===== config.mk =====
export PLATFORM = sky130hd
export DESIGN_NAME = xor_acc_bh
export DESIGN_NICKNAME = d
export VERILOG_FILES = /design/src/rtl/xor_acc_pkg.sv /design/src/rtl/xor_acc_bh_xor_word.sv /design/src/rtl/xor_acc_bh.sv
export SDC_FILE = /design/constraint.sdc
export NUM_CORES = 1
export LEC_CHECK = 0
export ABC_CLOCK_PERIOD_IN_PS = 5800
export BUFFER_PORTS_ARGS = -buffer_cell sky130_fd_sc_hd__buf_4
export CAP_MARGIN = 10
export CORE_MARGIN = 2
export CORE_UTILIZATION = 40
export CTS_BUF_LIST = sky130_fd_sc_hd__clkbuf_8
export DETAILED_ROUTE_END_ITERATION = 10
export GPL_TIMING_DRIVEN = 0
export PLACE_DENSITY_LB_ADDON = 0.3
export SYNTH_ARGS = -nofsm -noshare
export SYNTH_HDL_FRONTEND = slang
export SYNTH_SLANG_ARGS = --single-unit
export TNS_END_PERCENT = 5

===== constraint.sdc =====
create_clock -name CLK -period 5.8 [get_ports CLK]
set_clock_uncertainty 0.1 [all_clocks]
set_input_delay 1.16 -clock CLK [delete_from_list [all_inputs] [get_ports CLK]]
set_output_delay 1.16 -clock CLK [all_outputs]
set_load 0.05 [all_outputs]

===== src/rtl/xor_acc_pkg.sv =====
// Shared definitions for the streaming XOR accumulator.
// State encoding and counter-width derivation.
package xor_acc_pkg;

    typedef enum logic [1:0] {
        S_IDLE = 2'd0,
        S_ACC  = 2'd1,
        S_HOLD = 2'd2
    } state_e;

    function automatic int cnt_width(input int max_words);
        return $clog2(max_words + 1);
    endfunction

endpackage


===== src/rtl/xor_acc_bh_xor_word.sv =====
// Combinational WIDTH-bit bitwise XOR, the word-wide form of the gate.
module xor_word #(
    parameter int WIDTH = 8
) (
    input  logic [WIDTH-1:0] A,
    input  logic [WIDTH-1:0] B,
    output logic [WIDTH-1:0] Y
);

    assign Y = A ^ B;

endmodule


===== src/rtl/xor_acc_bh.sv =====
// Streaming XOR accumulator with registered result handshake.
// Optional OUT_PARITY port when XOR_ACC_PARITY_EN is defined.
module xor_acc_bh
    import xor_acc_pkg::*;
#(
    parameter int WIDTH     = 8,
    parameter int MAX_WORDS = 16,
    parameter int CNT_W     = cnt_width(MAX_WORDS)
) (
    input  logic             CLK,
    input  logic             RST_N,
    input  logic             IN_VALID,
    output logic             IN_READY,
    input  logic [WIDTH-1:0] IN_DATA,
    input  logic             IN_LAST,
    output logic             OUT_VALID,
    input  logic             OUT_READY,
    output logic [WIDTH-1:0] OUT_DATA,
    output logic [CNT_W-1:0] OUT_COUNT,
    output logic             OUT_ERR
`ifdef XOR_ACC_PARITY_EN
    ,
    output logic             OUT_PARITY
`endif
);

    state_e           state_q, state_d;
    logic [WIDTH-1:0] acc_q, acc_d;
    logic [CNT_W-1:0] cnt_q, cnt_d;
    logic             out_valid_q, out_valid_d;
    logic [WIDTH-1:0] out_data_q, out_data_d;
    logic [CNT_W-1:0] out_count_q, out_count_d;
    logic             out_err_q, out_err_d;
    logic             out_parity_q, out_parity_d;

    logic             accept;
    logic             closing;
    logic [WIDTH-1:0] xor_a;
    logic [WIDTH-1:0] xor_y;
    logic [CNT_W-1:0] cnt_base;
    logic [CNT_W-1:0] cnt_next;

    assign IN_READY = RST_N && (state_q != S_HOLD);
    assign accept   = IN_VALID && IN_READY;

    // Zeroing the XOR operand in IDLE lets one instance serve load and fold.
    assign xor_a    = (state_q == S_IDLE) ? '0 : acc_q;
    assign cnt_base = (state_q == S_IDLE) ? '0 : cnt_q;
    assign cnt_next = cnt_base + CNT_W'(1);
    assign closing  = IN_LAST || (cnt_next == CNT_W'(MAX_WORDS));

    xor_word #(
        .WIDTH (WIDTH)
    ) u_xor (
        .A (xor_a),
        .B (IN_DATA),
        .Y (xor_y)
    );

    always_comb begin
        state_d      = state_q;
        acc_d        = acc_q;
        cnt_d        = cnt_q;
        out_valid_d  = out_valid_q;
        out_data_d   = out_data_q;
        out_count_d  = out_count_q;
        out_err_d    = out_err_q;
        out_parity_d = out_parity_q;
        unique case (state_q)
            S_IDLE, S_ACC: begin
                if (accept) begin
                    acc_d = xor_y;
                    cnt_d = cnt_next;
                    if (closing) begin
                        state_d      = S_HOLD;
                        out_valid_d  = 1'b1;
                        out_data_d   = xor_y;
                        out_count_d  = cnt_next;
                        out_err_d    = !IN_LAST;
                        out_parity_d = ^xor_y;
                    end else begin
                        state_d = S_ACC;
                    end
                end
            end
            S_HOLD: begin
                if (OUT_READY) begin
                    state_d     = S_IDLE;
                    out_valid_d = 1'b0;
                end
            end
            default: state_d = S_IDLE;
        endcase
    end

    always_ff @(posedge CLK) begin
        if (!RST_N) begin
            state_q      <= S_IDLE;
            acc_q        <= '0;
            cnt_q        <= '0;
            out_valid_q  <= 1'b0;
            out_data_q   <= '0;
            out_count_q  <= '0;
            out_err_q    <= 1'b0;
            out_parity_q <= 1'b0;
        end else begin
            state_q      <= state_d;
            acc_q        <= acc_d;
            cnt_q        <= cnt_d;
            out_valid_q  <= out_valid_d;
            out_data_q   <= out_data_d;
            out_count_q  <= out_count_d;
            out_err_q    <= out_err_d;
            out_parity_q <= out_parity_d;
        end
    end

    assign OUT_VALID = out_valid_q;
    assign OUT_DATA  = out_data_q;
    assign OUT_COUNT = out_count_q;
    assign OUT_ERR   = out_err_q;

`ifdef XOR_ACC_PARITY_EN
    assign OUT_PARITY = out_parity_q;
`else
    logic unused_parity;
    assign unused_parity = out_parity_q;
`endif

endmodule


==> results_dict.tcl <==
set metrics [dict create \
    dr.pass1.iters 4 \
    period_minus_slack_ns 3.29 \
    drv_slew 0 \
    cts_hold_buf 0 \
    die_area_um2 4000 \
    crit_type "input port to primary output" \
    synth_cells 144 \
    syn_avg_cell_area_um2 9.75 \
    place_congestion 0.844 \
    rows 21 \
    cts_tree "done" \
    numCtsBuffers 5 \
    fin_util_pct 51.9 \
    clkLatencyLatePin_ns 0.27 \
    grt_max_degree 11 \
    io_buffers 27 \
    rr_endpoint "OUT_DATA[7]" \
    min_to "OUT_DATA[1]" \
    fin_area_um2 1750 \
    antenna_found_initial 0 \
    grt_pass1_vias 1177 \
    synth_top_family_by_area "compound AO/OA/AOI/OAI gates" \
    fmax_mhz 304 \
    drive_gt1_share_pct 25.4 \
    period_share_pct 56.7 \
    status "complete, no violations" \
    cts-root-buf "clkbuf_8" \
    muxShareOfSynthArea_pct 9.45 \
    clkSlewWorstSetupHoldPaths_ns 0.06 \
    hold_depth 2 \
    r2r-start "state_q[0]" \
    die_x_um 63.2 \
    cp_max_fo 10 \
    synth.distinct_cells 38 \
    synth-edff-count 0 \
    worstHoldPathType "flip-flop to flip-flop" \
    slew_headroom_pct 69.6 \
    grt_pass1_wl_um 5250 \
    via_per_inst 5.22 \
    n_antenna_cell 0 \
    start_util_pct 41.7 \
    drcViolationCount 0 \
    yosys_warnings 0 \
    start_kind "input port" \
    synthAdderAreaFrac_pct 0.891 \
    synthSimpleGateAreaFrac_pct 16.3 \
    endpoint_kind "primary output" \
    post_dp_cell_area_um2 1660 \
    worstMarginPinSlew_ns 0.456 \
    ctsResizeCount 0 \
    holdCritStartpoint "OUT_DATA[1]" \
    clkSinkCount 30 \
    ir_drop_v 0.000139 \
    design.core.area_um2 3360 \
    synth_most_common_cell "dfxtp_1" \
    hold_viol_final 0 \
    synth_seq_area_share_pct 42.8 \
    grt_usage_pct 16.8 \
    syn2layout_area_growth_pct 24.4 \
    post-cts-setup-buffers 0 \
    setup_slack_ns 2.51 \
    overflow 0 \
    htreeDepth 2 \
    synth-seq-cells 30 \
    wl_per_cell_um 14.0 \
    dpl_worst_slack_ns 2.52 \
    p_leak_nw 0.759 \
    finalSetupTns_ns 0 \
    vias 1164 \
    synth_xor_area_share_pct 7.49 \
    synth_fp_nets 158 \
    synth_flop_cell "dfxtp_1" \
    ff2ff_setup_slack_ns 3.38 \
    final-setup-viol-count 0 \
    die_h_um 63.2 \
    regArea_um2 601 \
    ant_nets 0 \
    cp.required_ns 4.54 \
    multi_input_area_um2 751 \
    synth-compound-area-share_pct 19.3 \
    place_hpwl_um 2340 \
    fill_cells 360 \
    synth_area_leaders "dfxtp_1, mux2i_1, a32o_1" \
    synth_top_cell_area_share_pct 42.8 \
    synthArstFlopShare_pct 0 \
    yosysTopAreaCell "dfxtp_1" \
    rsz0062_at_grt "no" \
    nets 192 \
    p_per_area_nw_per_um2 262 \
    max_cap_violations 0 \
    drt_iter0_drc 58 \
    yosys-top-cells-count "dfxtp_1, nand2_1, o21ai_0, mux2i_1, xor2_1" \
    crit_arrival_ns 2.03 \
    routed_wl_um 3110 \
    ios 29 \
    clockBufferDepth 2 \
    r2r_cells 9 \
    syn_area_um2 1400 \
]
## cell usage in the layout (no fill, tap or decap), drive strengths merged, types with 3 or more instances in the layout
master | synthesis | final
nand2b | 3 | 3
mux2i | 12 | 12
and2 | 4 | 4
nand3 | 3 | 3
a32o | 10 | 10
clkbuf | 3 | 9
xor2 | 11 | 11
nand2 | 25 | 25
nor2 | 4 | 4
buf | 4 | 31
dfxtp | 30 | 30
o21ai | 12 | 12
## critical path, cell delays in order
cell      delay, ns
buf_6          0.10
clkbuf_1       0.37
and2_1         0.20
buf_4          0.19
## where the power goes
part	switching (W)	leakage (nW)	internal [W]
registers	0.00000652	0.245	0.000217
clock network	0.0000708	0.0431	0.0000912
logic	0.0000436	0.470	0.0000279
total	0.000121	0.759	0.000336
## area by class of cell
cell class              instances  area share (%)
plain buffers                   7            2.58
clock buffers                   6            4.73
inverters                       2           0.430
multi-input cells             105            43.0
flip-flops and latches         30            34.4
well taps                      46            3.30
repair buffers                 27            11.6
## flip-flops by register name, summed over array words and instances, names as in the netlist
| register | flops |
|---|---|
| OUT_DATA | 8 |
| OUT_ERR | 1 |
| OUT_COUNT | 5 |
| cnt_q | 5 |
| state_q | 2 |
| OUT_VALID | 1 |
| acc_q | 8 |
## stage by stage
step	cells	total power (W)	hold slack [ns]
2_1_floorplan	144	0.000274	0.342
3_3_place_gp	217	0.000296	0.346
5_1_grt	223	0.000479	0.386
6_report	223	0.000457	0.361
3_5_place_dp	217	0.000300	0.356
4_1_cts	223	0.000463	0.366
## worst max-delay path by stage
stage | from | endpoint | slack, ns
6_report | RST_N | IN_READY | 2.51
4_1_cts | RST_N | IN_READY | 2.52
3_5_place_dp | RST_N | IN_READY | 2.52
2_1_floorplan | RST_N | IN_READY | 2.59
5_1_grt | RST_N | IN_READY | 2.45
3_3_place_gp | RST_N | IN_READY | 2.52
## cells by family after synthesis
kind of cell | count (synthesis)
multiplexers | 12
AND/OR/NAND/NOR | 46
XOR/XNOR | 12
AO/OA/AOI/OAI | 34
flip-flops | 30
buffers and inverters | 9
adder cells (fa/ha/maj) | 1
## layer usage
metal / track usage, % / wire [um] / vias to the layer above
li1: - / - / 579
met1: 19.3 / 1350 / 560
met2: 29.9 / 1600 / 22
met3: 4.64 / 141 / 3
met4: 5.71 / 22 / 0
met5: 0 / 0 / -
Power figures use the tool's default switching activity.
